<file path="config.mk">
export PLATFORM = sky130hd
export DESIGN_NAME = irq_priority_ctrl
export DESIGN_NICKNAME = d
export VERILOG_FILES = /design/src/rtl/irq_priority_ctrl.sv
export SDC_FILE = /design/constraint.sdc
export NUM_CORES = 1
export LEC_CHECK = 0
export ABC_AREA = 1
export BUFFER_PORTS_ARGS = -buffer_cell sky130_fd_sc_hd__buf_2
export CAP_MARGIN = 20
export CELL_PAD_IN_SITES_DETAIL_PLACEMENT = 0
export CELL_PAD_IN_SITES_GLOBAL_PLACEMENT = 1
export CORE_ASPECT_RATIO = 2
export CORE_MARGIN = 2
export CORE_UTILIZATION = 30
export CTS_CLUSTER_SIZE = 25
export DETAILED_ROUTE_END_ITERATION = 8
export PLACE_DENSITY_LB_ADDON = 0.1
export SLEW_MARGIN = 10
export SYNTH_ARGS = -nofsm -noshare
export SYNTH_HDL_FRONTEND = slang
export SYNTH_SLANG_ARGS = --single-unit
</file>
<file path="constraint.sdc">
create_clock -name clk -period 1.2 [get_ports clk]
set_clock_uncertainty 0.05 [all_clocks]
set_input_delay 0.06 -clock clk [delete_from_list [all_inputs] [get_ports clk]]
set_output_delay 0.06 -clock clk [all_outputs]
set_load 0.01 [all_outputs]
</file>
<file path="src/rtl/irq_priority_ctrl.sv">
// irq_priority_ctrl: latches, masks and priority-encodes interrupt sources and
// hands the winning request to CP0 with a req/ack handshake, holding it in
// service until CP0 reports eret through irq_done.
// Register window: 0 MASK, 1 EDGE, 2 PEND (write-1-to-clear), 3 STATUS.
// Optional macro IRQC_SYNC_EN inserts a 2-flop synchroniser on irq_in.
module irq_priority_ctrl #(
    parameter int NSRC = 6,
    parameter int IDW  = 3
) (
    input  logic            clk,
    input  logic            rst,
    input  logic [NSRC-1:0] irq_in,
    input  logic            we,
    input  logic [1:0]      addr,
    input  logic [31:0]     wd,
    output logic [31:0]     rd,
    output logic            irq_req,
    output logic [IDW-1:0]  irq_id,
    input  logic            irq_ack,
    input  logic            irq_done,
    output logic            in_service
);

    typedef enum logic [1:0] {
        IDLE    = 2'd0,
        REQ     = 2'd1,
        SERVICE = 2'd2
    } state_t;

    state_t           state, state_n;
    logic [NSRC-1:0]  mask_reg, edge_cfg, pend, irq_s, irq_q;
    logic [NSRC-1:0]  active, edge_set, w1c, ack_clr, pend_n;
    logic [IDW-1:0]   winner, irq_id_n;
    logic             irq_req_n, in_service_n;

    // Upper write-data bits beyond the source count are deliberately ignored
    logic unused_wd;
    assign unused_wd = ^wd;

`ifdef IRQC_SYNC_EN
    logic [NSRC-1:0] sync_1, sync_2;

    // Two-flop synchroniser for asynchronous interrupt lines
    always_ff @(posedge clk) begin
        if (!rst) begin
            sync_1 <= '0;
            sync_2 <= '0;
        end else begin
            sync_1 <= irq_in;
            sync_2 <= sync_1;
        end
    end

    assign irq_s = sync_2;
`else
    assign irq_s = irq_in;
`endif

    assign active   = pend & mask_reg;
    assign edge_set = irq_s & ~irq_q;
    assign w1c      = (we && addr == 2'd2) ? wd[NSRC-1:0] : '0;

    // Lowest enabled pending index wins
    always_comb begin
        winner = '0;
        for (int i = NSRC - 1; i >= 0; i--) begin
            if (active[i]) winner = IDW'(i);
        end
    end

    // Pending update: edge sources set on rise (set beats clear), level sources follow the line
    always_comb begin
        pend_n = (edge_cfg & (edge_set | (pend & ~(w1c | ack_clr)))) | (~edge_cfg & irq_s);
    end

    // Next-state and registered-output logic of the request handshake
    always_comb begin
        state_n      = state;
        irq_req_n    = irq_req;
        irq_id_n     = irq_id;
        in_service_n = in_service;
        ack_clr      = '0;
        case (state)
            IDLE: begin
                if (|active) begin
                    irq_id_n  = winner;
                    irq_req_n = 1'b1;
                    state_n   = REQ;
                end
            end
            REQ: begin
                if (irq_ack) begin
                    irq_req_n    = 1'b0;
                    in_service_n = 1'b1;
                    ack_clr      = NSRC'(1) << irq_id;
                    state_n      = SERVICE;
                end else if (!active[irq_id]) begin
                    irq_req_n = 1'b0;
                    state_n   = IDLE;
                end
            end
            SERVICE: begin
                if (irq_done) begin
                    in_service_n = 1'b0;
                    state_n      = IDLE;
                end
            end
            default: begin
                irq_req_n    = 1'b0;
                in_service_n = 1'b0;
                state_n      = IDLE;
            end
        endcase
    end

    // State, handshake outputs, configuration and pending registers
    always_ff @(posedge clk) begin
        if (!rst) begin
            state      <= IDLE;
            irq_req    <= 1'b0;
            irq_id     <= '0;
            in_service <= 1'b0;
            mask_reg   <= '0;
            edge_cfg   <= '0;
            pend       <= '0;
            irq_q      <= '0;
        end else begin
            state      <= state_n;
            irq_req    <= irq_req_n;
            irq_id     <= irq_id_n;
            in_service <= in_service_n;
            pend       <= pend_n;
            irq_q      <= irq_s;
            if (we && addr == 2'd0) mask_reg <= wd[NSRC-1:0];
            if (we && addr == 2'd1) edge_cfg <= wd[NSRC-1:0];
        end
    end

    // Combinational register read; STATUS packs {state, irq_id} at the LSBs
    always_comb begin
        rd = '0;
        case (addr)
            2'd0: rd[NSRC-1:0]  = mask_reg;
            2'd1: rd[NSRC-1:0]  = edge_cfg;
            2'd2: rd[NSRC-1:0]  = pend;
            2'd3: rd[IDW+1:0]   = {state, irq_id};
            default: rd = '0;
        endcase
    end

endmodule
</file>
### Word level (Yosys, flattened, before mapping)

Cells that the tools add are included.

| operators by class | value |
|---|---|
| add/sub/neg operators | 0 |
| reduce and logical (&&, ||, !) cells | 10 |
| magnitude comparators | 1 |
| bitwise operators | 13 |
| shifts and indexed selects | 1 |
| mux-type cells | 25 |
| multipliers | 0 |
| eq/ne operators | 9 |
| div/mod/pow operators | 0 |

Operator list:

| kind | number |
|---|---|
| $and A6 B6 Y6 | 5 |
| $pmux W5 S4 | 1 |
| $mux W3 | 6 |
| $mux W6 | 3 |
| $not A6 Y6 | 3 |
| $or A6 B6 Y6 | 3 |
| $pmux W1 S3 | 3 |
| $reduce_and A3 Y1 | 3 |
| $mux W2 | 4 |
| $eq A2 B2 Y1 const B | 3 |
| $mux W1 | 6 |
| $ne A2 B2 Y1 const B | 3 |
| $pmux W2 S3 | 1 |
| $reduce_or A6 Y1 | 1 |
| $shl A1 B3 Y6 const A | 1 |
| $eq A2 B1 Y1 const B | 2 |
| $logic_not A2 Y1 | 2 |
| $lt A3 B4 Y1 const B | 1 |
| $bmux W1 S3 | 1 |
| $logic_and A1 B1 Y1 | 3 |
| $ne A3 B3 Y1 const B | 1 |
| $not A1 Y1 | 2 |
| $reduce_and A2 Y1 | 1 |

| word-level totals | value |
|---|---|
| bits in writable memories | 0 |
| bits in latches | 0 |
| output and inout bits | 37 |
| bits in read-only memories | 0 |
| memories | 0 |
| register bits after elaboration | 31 |
| word-level logic and storage cells | 67 |

### Longest topological paths before layout

| logic depth | value |
|---|---|
| depth after elaboration | 9 |
| depth in mapped cells | 10 |
| mapped depth without buffers | 10 |

### Least setup slack after synthesis

Ideal clock, no wire load.

| timing | value |
|---|---|
| kind | reg2reg |
| from | reg irq_id[0] |
| to | reg irq_req |
| path slack | 18 ps |
| data required time | 1083 ps |
| arrival | 1065 ps |
| library setup time | 67 ps |
| cell stages (with the launch flop) | 11 |
| path through | dfxtp_1 inv_2 nor2_4 nand2_1 nand3_1 nand2_1 inv_1 nand2_1 nand2_1 nand2_1 a21oi_2 |

| on the way | value |
|---|---|
| longest elaborated chain between the ends | 4 |

RTL lines:

| element | RTL line | RTL |
|---|---|---|
| start, declared | 18 | `output logic [IDW-1:0] irq_id,` |
| start signal, assigned | 130 | `irq_id <= irq_id_n;` |
| $bmux W1 S3 | 97 | `end else if (!active[irq_id]) begin` |
| $mux W1 (implied by the code) | 97 |  |
| $ne A3 B3 Y1 (no line) | - |  |
| $reduce_and A3 Y1 (no line) | - |  |
| end signal, assigned | 129 | `irq_req <= irq_req_n;` |
| end, declared | 17 | `output logic irq_req,` |

Every way passes these cells. The select of a mux whose other input is x is not followed.
A chain may end at the register's enable or synchronous reset.

### Worst setup path after layout

| timing | value |
|---|---|
| from | reg irq_id[0] |
| to | out rd[0] |

| on the way | value |
|---|---|
| longest elaborated chain between the ends | 1 |

RTL lines:

| element | RTL line | RTL |
|---|---|---|
| $pmux W5 S4 | 142 | `case (addr)` |
| end, declared | 16 | `output logic [31:0] rd,` |

Every way passes these cells.

==> flow_summary.json <==
{
  "outcome": "complete, but fails checks",
  "failed_checks": "setup timing",
  "cts_buffer_depth": 2,
  "p_total_mw": 2.51,
  "whs_path_depth": 3,
  "muxShareOfSynthArea_pct": 0,
  "fp.dieW_um": 57.1,
  "timing.final.crit_share_pct": 102,
  "final_util_pct": 45.9,
  "gp_congestion": 0.785,
  "synthCells": 253,
  "max_cap_violations": 0,
  "ioPinCount": 82,
  "die_area_um2": 6300,
  "cts_inserted_buffers": 5,
  "swShare_pct": 28.0,
  "start_util_pct": 31.3,
  "wl_per_cell_um": 13.1,
  "end_kind": "output port",
  "p_switching_mw": 0.704,
  "netlist_area_um2": 1690,
  "ys_warn_count": 0,
  "drt_iter0_drc": 39,
  "syn_area_per_cell_um2": 6.70,
  "insertion_delay_ns": 0.29,
  "design_area_um2": 2490,
  "critical-path-slowest-cell": "dfxtp_4",
  "grt.overflow.total": 0,
  "grt_pass1_vias": 1712,
  "drt.antenna.violating_nets": 0,
  "holdWs_ns": 0.00168,
  "synth_edf_count": 0,
  "ys_seq_elements": 31,
  "crit_path_max_fanout": 3,
  "fin_ws_ns": -0.0239,
  "cts-root-buf": "clkbuf_8",
  "hold_viol": 0,
  "min_path_type": "input pin to register",
  "grt_pass1_wl_um": 8060,
  "cts_sinks": 31,
  "worstSetupPathType": "register to output port",
  "antenna_found_initial": 0,
  "synth_fa_ha_area_share_pct": 0,
  "post_dp_cell_area_um2": 2090,
  "ys_async_sr_fraction_pct": 0,
  "grt_start_max_net_pins": 15,
  "drt_first_pass_iters": 4,
  "seqCellArea_um2": 639,
  "combPwrFrac_pct": 19.0,
  "core_area_um2": 5420,
  "pre_cts_slack_ns": -0.0734,
  "power.density_nw_per_um2": 1010,
  "port_buffers": 29,
  "viasPerCell": 4.48,
  "crit_arrival_ns": 1.11,
  "wirelength_um": 5230,
  "max_freq_mhz": 817,
  "crit_path_start_kind": "register",
  "synth_commonest_cells": "83 x nand2_1, 31 x dfxtp_1, 26 x buf_4",
  "multi_input_area_um2": 977,
  "synth_compound_area_share_pct": 11.6,
  "yosys.area.top_type": "dfxtp_1",
  "internal_power_mw": 1.81,
  "rows": 38,
  "cts_tree": "done",
  "grt_util_all_layers_pct": 17.0,
  "antenna_cells": 0,
  "peakVddDrop_uv": 778,
  "dpl.cell_count": 376,
  "dp_hpwl_um": 4090,
  "synth_top_area_share_pct": 36.6,
  "syn_to_final_growth_pct": 47.0,
  "pwr-share-seq_pct": 44.2,
  "min_period_ns": 1.22,
  "drive_above_1_share_pct": 38.9,
  "drc_errors": 0,
  "rsz0062_at_grt": "true",
  "reg2reg_depth": 10,
  "crit_chain": "inv_4, buf_6, o2111ai_2, buf_2",
  "synthSimpleGateAreaFrac_pct": 33.6,
  "ys.flop_type": "dfxtp_1",
  "synth.area.top_cells": "dfxtp_1 37%, nand2_1 18%, buf_4 12%",
  "cp_data_required_time_ns": 1.09,
  "p_leak_nw": 1.20,
  "maxSlewViolCount": 0,
  "vias": 1786,
  "synthXorXnorAreaFrac_pct": 0,
  "nets": 383,
  "p_clk_share_pct": 36.8,
  "synth_top_family_by_area": "simple AND/OR/NAND/NOR gates",
  "slowest_delay_ns": 0.37,
  "stdcell_count": 399,
  "finalSetupTns_ns": -0.0841,
  "synth_most_common_cell": "nand2_1",
  "seq_area_frac_synth_pct": 36.6,
  "htree_levels": 2,
  "die_h_um": 110,
  "yosysUniqueCellTypes": 21,
  "fillers": 622,
  "clk_pin_slew_ns": 0.07,
  "setup_viol": 5
}
## final timing paths
kind,to,slack (ns),start
setup reg to reg,irq_req,-0.02,irq_id[0]
hold / removal,mask_reg[4],0.002,wd[4]
setup / recovery,rd[0],-0.02,irq_id[0]
hold reg to reg,irq_req,0.42,irq_req
## timing repair
| action | CTS | global route |
|---|---|---|
| endpoints found under the hold margin | 8 | 0 |
| buffers inserted | 6 | 1 |
| setup endpoints to repair | 10 | 13 |
| hold buffers | 8 | 0 |
| resized for setup | 34 | 15 |
| pin swaps | 6 | 2 |
## metal layers
metal	vias up	global-route usage [%]	wire length, um	share of wire [%]
met5	-	0	0	0
met3	6	2.45	163	3.1
met1	804	16.2	1910	36
met4	0	6.15	83	1.6
li1	934	-	-	-
met2	42	34.9	3070	59
## layout by cell type (no fill, tap or decap)
master         netlist  final
a21oi_1             12     12
a21oi_2              1      1
buf_2                3     28
buf_4               26     41
buf_6                0      7
clkbuf_1             1      1
clkbuf_8             0      7
clkinv_1             1      1
conb_1               1     26
dfxtp_1             31     22
dfxtp_2              0      6
dfxtp_4              0      3
dlygate4sd3_1        0      8
inv_1               17     14
inv_2                5      6
inv_4                0      2
nand2_1             83     74
nand2_2              3     12
nand3_1             10      9
nand3_4              0      1
nand4_1              7      7
nor2_1              19     17
nor2_2               5      5
nor2_4               2      4
nor3_1               4      1
nor3_2               0      3
o2111ai_2            0      5
o2111ai_4            0      1
o21ai_1             15     15
## power groups by stage
stage / Sequential (mW) / Combinational [mW] / Clock [mW]
finish: 1.11 / 0.477 / 0.925
global route: 1.12 / 0.530 / 0.975
CTS: 1.11 / 0.464 / 0.940
detailed placement: 1.13 / 0.414 / 0
global placement: 1.13 / 0.413 / 0
floorplan: 1.13 / 0.271 / 0
## critical path, delay by kind of cell, from the launching register on
family | cells | cell delay [ns]
flip-flops | 1 | 0.37
buffers and inverters | 3 | 0.31
AO/OA/AOI/OAI | 1 | 0.16
## cell type report
class                           instances  area share (%)
Multi-Input combinational cell        193            39.2
Clock buffer                            8            4.02
Tap cell                               60            3.02
Sequential cell                        31            25.7
Inverter                               23            3.67
Timing Repair Buffer                   84            24.4
## cell families after synthesis
family	Yosys count
DFF	31
AOI/OAI and AO/OA	34
and+or+nand+nor	133
other	1
buffers and inverters	54
No activity file was read; power rests on OpenSTA's default activity.
